--- src/rtl/ram_loader_pkg.sv ---
// ram_loader_pkg: shared frame-parser state encoding and loader defaults
package ram_loader_pkg;
  typedef enum logic [2:0] {S_IDLE, S_ADDR_HI, S_ADDR_LO, S_LEN_HI, S_LEN_LO, S_DATA, S_CHECK} state_t;
  localparam logic [7:0] SYNC_BYTE_DEF = 8'hA5;
  localparam int ADDR_W_DEF = 13;
endpackage

--- src/rtl/loader_timeout.sv ---
// loader_timeout: inter-byte gap counter that flags expiry after TIMEOUT_CYCLES idle cycles
module loader_timeout #(
  parameter int TIMEOUT_CYCLES = 2500000
) (
  input  logic clk,
  input  logic rst_n,
  input  logic clr,
  input  logic en,
  output logic expired
);
  localparam int CW = $clog2(TIMEOUT_CYCLES + 1);
  logic [CW-1:0] cnt;
  always_ff @(posedge clk or negedge rst_n)
    if (!rst_n) cnt <= '0;
    else cnt <= (clr || !en) ? '0 : cnt + 1'b1;
  // a byte arriving on the expiry cycle wins, so clr masks the flag
  assign expired = en && !clr && cnt == CW'(TIMEOUT_CYCLES - 1);
endmodule

--- src/rtl/ram_loader.sv ---
// ram_loader: parses framed UART bytes into RAM writes and muxes the RAM port with the CPU
module ram_loader
  import ram_loader_pkg::*;
#(
  parameter logic [7:0] SYNC_BYTE = SYNC_BYTE_DEF,
  parameter int TIMEOUT_CYCLES = 2500000,
  parameter int ADDR_W = ADDR_W_DEF
) (
  input  logic              clk,
  input  logic              rst_n,
  input  logic [7:0]        rx_data,
  input  logic              rx_valid,
  input  logic [ADDR_W-1:0] cpu_address,
  input  logic              cpu_w_en,
  input  logic [7:0]        cpu_din,
  output logic [ADDR_W-1:0] ram_address,
  output logic              ram_w_en,
  output logic [7:0]        ram_din,
  output logic              busy,
  output logic              done,
  output logic              error
);
  state_t state, state_n;
  logic [7:0] addr_hi, acc, ld_din;
  logic [15:0] len;
  logic [ADDR_W-1:0] ptr, ld_addr;
  logic ld_w_en, done_n, error_n, expired, wr;
  loader_timeout #(.TIMEOUT_CYCLES(TIMEOUT_CYCLES)) u_timeout (
    .clk(clk), .rst_n(rst_n), .clr(rx_valid), .en(state != S_IDLE), .expired(expired)
  );
  assign wr = rx_valid && state == S_DATA;
  always_comb begin
    state_n = state;
    done_n = 1'b0;
    error_n = 1'b0;
    if (rx_valid)
      case (state)
        S_IDLE:    state_n = (rx_data == SYNC_BYTE) ? S_ADDR_HI : S_IDLE;
        S_ADDR_HI: state_n = S_ADDR_LO;
        S_ADDR_LO: state_n = S_LEN_HI;
        S_LEN_HI:  state_n = S_LEN_LO;
        S_LEN_LO:  state_n = ({len[15:8], rx_data} == 16'd0) ? S_CHECK : S_DATA;
        S_DATA:    state_n = (len == 16'd1) ? S_CHECK : S_DATA;
        S_CHECK: begin
          state_n = S_IDLE;
          done_n = rx_data == acc;
          error_n = rx_data != acc;
        end
        default:   state_n = S_IDLE;
      endcase
    else if (expired) begin
      state_n = S_IDLE;
      error_n = 1'b1;
    end
  end
  always_ff @(posedge clk or negedge rst_n)
    if (!rst_n) begin
      state <= S_IDLE;
      addr_hi <= '0;
      ptr <= '0;
      len <= '0;
      acc <= '0;
      ld_w_en <= 1'b0;
      ld_addr <= '0;
      ld_din <= '0;
      done <= 1'b0;
      error <= 1'b0;
    end else begin
      state <= state_n;
      done <= done_n;
      error <= error_n;
      ld_w_en <= wr;
      if (rx_valid && state == S_ADDR_HI) addr_hi <= rx_data;
      if (rx_valid && state == S_ADDR_LO) ptr <= ADDR_W'({addr_hi, rx_data});
      if (rx_valid && state == S_LEN_HI) len[15:8] <= rx_data;
      if (rx_valid && state == S_LEN_LO) len[7:0] <= rx_data;
      if (wr) begin
        ld_addr <= ptr;
        ld_din <= rx_data;
        ptr <= ptr + 1'b1;
        len <= len - 1'b1;
      end
      acc <= (state_n == S_IDLE) ? '0 : wr ? acc ^ rx_data : acc;
    end
  assign busy = state != S_IDLE || ld_w_en;
  assign ram_address = busy ? ld_addr : cpu_address;
  assign ram_w_en = busy ? ld_w_en : cpu_w_en;
  assign ram_din = busy ? ld_din : cpu_din;
endmodule

--- config.mk ---
export PLATFORM = sky130hd
export DESIGN_NAME = ram_loader
export DESIGN_NICKNAME = d
export VERILOG_FILES = /design/src/rtl/ram_loader_pkg.sv /design/src/rtl/loader_timeout.sv /design/src/rtl/ram_loader.sv
export SDC_FILE = /design/constraint.sdc
export NUM_CORES = 1
export LEC_CHECK = 0
export BUFFER_PORTS_ARGS = -buffer_cell sky130_fd_sc_hd__buf_2
export CORE_MARGIN = 2
export CORE_UTILIZATION = 60
export DETAILED_ROUTE_END_ITERATION = 6
export PLACE_DENSITY = 0.93
export SLEW_MARGIN = 20
export SYNTH_ARGS = -nofsm -noshare
export SYNTH_HDL_FRONTEND = slang
export SYNTH_SLANG_ARGS = --single-unit
--- constraint.sdc ---
create_clock -name clk -period 5 [get_ports clk]
set_input_delay 1 -clock clk [delete_from_list [all_inputs] [get_ports clk]]
set_output_delay 1 -clock clk [all_outputs]
set_load 0.01 [all_outputs]
After elaboration in Yosys (flattened, before gate mapping) --
Index checks and enable logic that the tools add are counted.
Cells by class: add/sub/neg operators 3, shift operators 0, divide/modulo/power cells 0, bitwise logic cells 1, multiplexer cells 22, equality and inequality tests 11, reduce and logical (&&, ||, !) cells 19, magnitude comparators 0, multipliers 0
Operators with widths (number):
- 2-to-1 mux 8 bit | 5
- 2-to-1 mux 13 bit | 3
- adder 22 x 1 -> 22 bit (second input constant) | 1
- equality test 22 bit (second input constant) | 1
- 2-to-1 mux 22 bit | 1
- one-hot mux 3 bit (6 select lines) | 1
- equality test 16 x 1 -> 1 bit (second input constant) | 1
- zero test 16 bit | 1
- 2-to-1 mux 16 bit | 1
- subtractor 16 x 1 -> 16 bit (second input constant) | 1
- adder 13 x 1 -> 13 bit (second input constant) | 1
- equality test 3 bit (second input constant) | 3
- equality test 8 bit | 1
- equality test 8 bit (second input constant) | 1
- inequality test 8 bit | 1
- nonzero test 2 bit | 4
- bitwise XOR 8 bit | 1
- logical AND 1 bit | 7
- 2-to-1 mux 1 bit | 7
- equality test 3 x 2 -> 1 bit (second input constant) | 2
- zero test 3 bit | 2
- 2-to-1 mux 3 bit | 2
- 2-to-1 mux 2 bit | 2
- equality test 3 x 1 -> 1 bit (second input constant) | 1
- 3 further kinds | 5
Storage, ports and cells: logic and storage cells 68, output and inout bits 25, register bits 91, memory bits (read-only) 0, bits of input ports 33, memories 0, bits in latches 0, bits in writable memories 0

Longest topological paths before layout --
word-level depth 7, mapped depth 8, mapped depth without buffers 7

Modules after synthesis --
A second synthesis with hierarchy kept.
Second synthesis, totals: cell total of the unflattened synthesis 522, area, all modules 4868.4 sq um
By module, submodules not included:
- ram_loader | times used 1, area an instance 3729.8 sq um, seq. area each 1726.7 sq um, cells an instance 400
- loader_timeout | times used 1, area an instance 1138.6 sq um, seq. area each 550.5 sq um, cells an instance 122

Least setup slack after synthesis --
No wires, ideal clock.
path type flip-flop to output port, from register state[2], to output port ram_address[10], buffers on the path 2, data required time 4000 ps, data arrival time 1772 ps, slack 2228 ps, cell stages (with the launch flop) 5, cells stage by stage dfrtp_1 buf_2 nor4_1 clkbuf_1 mux2_2
Between the ends: cells in the longest elaborated chain, start to end 3
Ends and longest elaborated chain:
- start: declaration | line ram_loader.sv:23 | state_t state, state_n;
- start signal: assignment | line ram_loader.sv:69 | state <= state_n;
- nonzero test 3 bit | line ram_loader.sv:85 | assign busy = state != S_IDLE || ld_w_en;
- logical OR 1 bit | line ram_loader.sv:85
- 2-to-1 mux 13 bit | line ram_loader.sv:86 | assign ram_address = busy ? ld_addr : cpu_address;
- end: declaration | line ram_loader.sv:16 | output logic [ADDR_W-1:0] ram_address,
No other way between the ends.

Final worst setup path --
from register state[0], to register acc[0]
Between the ends: cells in the longest elaborated chain, start to end 7, elaborated cells on any way between the ends 16, those cells by class 5 x eq/ne; 4 x mux; 7 x reduce/logical
Ends and longest elaborated chain:
- parallel branches: the longest is 7 deep, another holds 2-to-1 mux 8 bit
- end signal: assignment | line ram_loader.sv:83 | acc <= (state_n == S_IDLE) ? '0 : wr ? acc ^ rx_data : acc;
- end: declaration | line ram_loader.sv:24 | logic [7:0] addr_hi, acc, ld_din;
Parallel ways; which one is timed is not known. A chain may end at the register's enable or synchronous reset.

==> summary.md <==
| Metric | Value |
|---|---|
| Final Core Density | `0.6881` |
| Initial antenna violation count | `0` |
| Post-synthesis cell area | `4808 sq um` |
| Post-synthesis cell count | `520` |
| Grt total ovfl | `0` |
| Final Cycle Share | `0.6773` |
| Gr usage total | `0.2676` |
| CP bufs+invs | `2` |
| PD cells | `514.0 nW/um^2` |
| Design Area, Final | `5318 sq um` |
| Share of cells above drive strength 1 | `0.1720` |
| Leak | `2.477 nW` |
| Worst Setup End Kind | `flip-flop` |
| Area after detailed placement | `5125 sq um` |
| Global-route wire length before repair | `18,420 um` |
| Clock Sinks | `91` |
| Most frequent cells in the layout | `98 x nand2_1, 91 x dfrtp_1, 56 x buf_2` |
| H-tree levels | `3` |
| Ant. Diodes | `0` |
| Seq/Total Area, Yosys | `0.4736` |
| FFs w/ async S/R, synth | `1.000` |
| Core area | `7727 sq um` |
| CTS buffer count | `9` |
| DR iter-0 viols | `359` |
| RSZ-0062 raised after global routing | `false` |
| Required @ worst endpoint | `5.28 ns` |
| Post-layout min period | `3.386 ns` |
| Worst hold-check path type | `flip-flop to flip-flop` |
| Hold Path Stages | `2` |
| Area growth from synthesis to layout | `10.59%` |
| Final Setup Violations | `0` |
| Top FF cell, synth | `dfrtp_1` |
| Worst skew pair latency | `0.37 ns` |
| Worst Skew | `0.006830 ns` |
| Cell type with the largest total area after synthesis | `dfrtp_1` |
| Fin nets | `596` |
| Max-Cap Viols | `0` |
| DR vias | `4,082` |
| Vias/cell | `6.129` |
| IO Count | `58` |
| HPWL after DPL | `7832 um` |
| Reg clk slew, reported paths | `0.10 ns` |
| CP delay by family, top | `simple AND/OR/NAND/NOR gates` |
| Hold buffer count at cts | `0` |
| Net Count, Synth | `557` |
| Status | `finished clean` |
| Final Max Tran Viols | `0` |
| CP startpoint kind | `flip-flop` |
| FF+latch count, synth | `91` |
| Drt drc | `0` |
| Die area | `8746 sq um` |
| Post-CTS Setup Bufs | `0` |
| Post-synth top area share | `0.4736` |
| Mapped Avg Cell Area | `9.247 sq um` |
| Slew @ Worst Pin | `1.017 ns` |
| Starting Density | `0.6222` |
| Largest net degree at the start of global routing | `57` |
| Clock buffer depth | `2` |
| Critical-path cell list | `nand4b_1, buf_4, inv_2, o21ai_0, o311a_1, a31oi_1` |
| Die H | `93.52 um` |
| Vias in the first global route | `4,003` |
| Row count | `32` |
| Root buf cell | `clkbuf_8` |
| Drt pass-1 iters | `6` |
| Post-Route Setup TNS | `0 ns` |
| Slowest cell on the critical path | `nand4b_1` |
| Commonest non-fill, non-tap cell in the layout | `nand2_1` |
| Post-synth EDFFs | `0` |
| Synth cell types | `53` |
| CP Class | `flip-flop to flip-flop` |
| Yosys warns | `0` |
| Critical Path Max Stage Delay | `0.88 ns` |
| Gpl congestion | `0.9101` |
| Worst Path Max Fanout | `29` |
| FMAX | `0.2953 GHz` |
| Worst path depth | `6` |
| Total wire length | `11,160 um` |
| Worst IR drop on VDD | `0.0002605 V` |
| Post-cts resize count | `0` |
| CTS tree | `done` |
| Top cells by area, synth | `dfrtp_1 47%, nand2_1 7.7%, xor2_1 6.0%` |
| Final Hold Viols | `0` |
| Arr. time, crit path | `3.66 ns` |
| FF-to-FF path depth | `6` |
| # port buffers | `57` |
| Worst slew margin | `0.3157` |
| Die width | `93.52 um` |
| Wirelength per Cell | `16.76 um` |
| Antenna viol nets, final | `0` |
-- synth_stat cells (2+ instances only) --
cell type,count
nor4_1,9
mux2i_1,4
and2_1,4
mux2_2,15
a21oi_1,13
nor4b_1,3
clkbuf_1,26
and3_1,5
nand3b_1,2
nand4_1,12
nand2_1,98
nor3_1,10
and4_1,6
nand2b_1,2
a31oi_1,8
o21ai_1,2
a211oi_1,5
buf_2,6
o211ai_1,9
nand3_1,28
ha_1,4
nor2_1,42
o21a_1,2
nor2b_1,2
or3_1,3
dfrtp_1,91
xnor2_1,6
xor2_1,33
mux2_1,11
o311ai_1,4
o21ai_0,14
o22ai_1,9
inv_1,12
-- kinds of logic after synthesis --
group / Yosys count / share of synthesized area
buffers and inverters: 45 / 0.03669
adders and majority gates: 4 / 0.01041
DFF: 91 / 0.4736
xor gates and xnor gates: 39 / 0.07104
and+or+nand+nor: 235 / 0.2371
muxes: 30 / 0.06922
AOI/OAI and AO/OA: 76 / 0.1020
-- worst register-to-register path: cells and delay by family, from the launching register on --
kind                   cells  cell delay, ns
AO/OA/AOI/OAI              3            0.72
AND/OR/NAND/NOR            1            0.88
flip-flops                 1            0.82
buffers and inverters      2            0.88
-- state kept, by name (all words and copies together), names as in the netlist --
register	count
ptr	13
done	1
ld_addr	13
addr_hi	5
error	1
len	16
acc	8
ld_din	8
state	3
u_timeout.cnt	22
ld_w_en	1
-- cell type report --
class | count | area [sq um]
fillers | 537 | 2410
multi-input cells | 384 | 2361
flip-flops and latches | 91 | 2277
repair buffers | 60 | 310.3
clock buffers | 10 | 137.6
well taps | 102 | 127.6
clock inverters | 6 | 55.05
inverters | 13 | 48.80
-- where the power goes --
group          leakage [nW]  internal (mW)  switching (mW)  total [mW]
combinational          1.19          0.462           0.581        1.04
sequential             1.18          0.958           0.247        1.21
clock                 0.100          0.206           0.279       0.485
total                  2.48           1.63            1.11        2.73
-- per-stage QoR --
step                      hold slack, ns  setup slack (ns)  total power, mW  instances
final                             0.4865             1.614            2.733        666
after global routing              0.5025             1.317            2.909        666
after detailed placement          0.4614             1.526            2.248        650
after CTS                         0.4850             1.725            2.727        666
after floorplan                   0.4386             2.228            1.923        520
after global placement            0.4594             1.687            2.177        650
-- path summary, 6_finish.rpt --
path	from	to	slack, ns
worst max-delay path	state[0]	acc[0]	1.61
worst min-delay path	ld_addr[7]	ld_addr[7]	0.49
worst max register to register	state[0]	acc[0]	1.61
worst min register to register	ld_addr[7]	ld_addr[7]	0.49
max in group asynchronous	rst_n	ld_din[4]	3.39
min in group asynchronous	rst_n	len[10]	0.57
-- routing by layer --
metal	GRT usage	vias to the layer above	share of wire
li1	-	1896	-
met1	0.3369	1958	0.39
met2	0.4436	182	0.50
met3	0.05077	46	0.075
met4	0.1311	0	0.035
met5	0	-	0
Power figures use the tool's default switching activity.
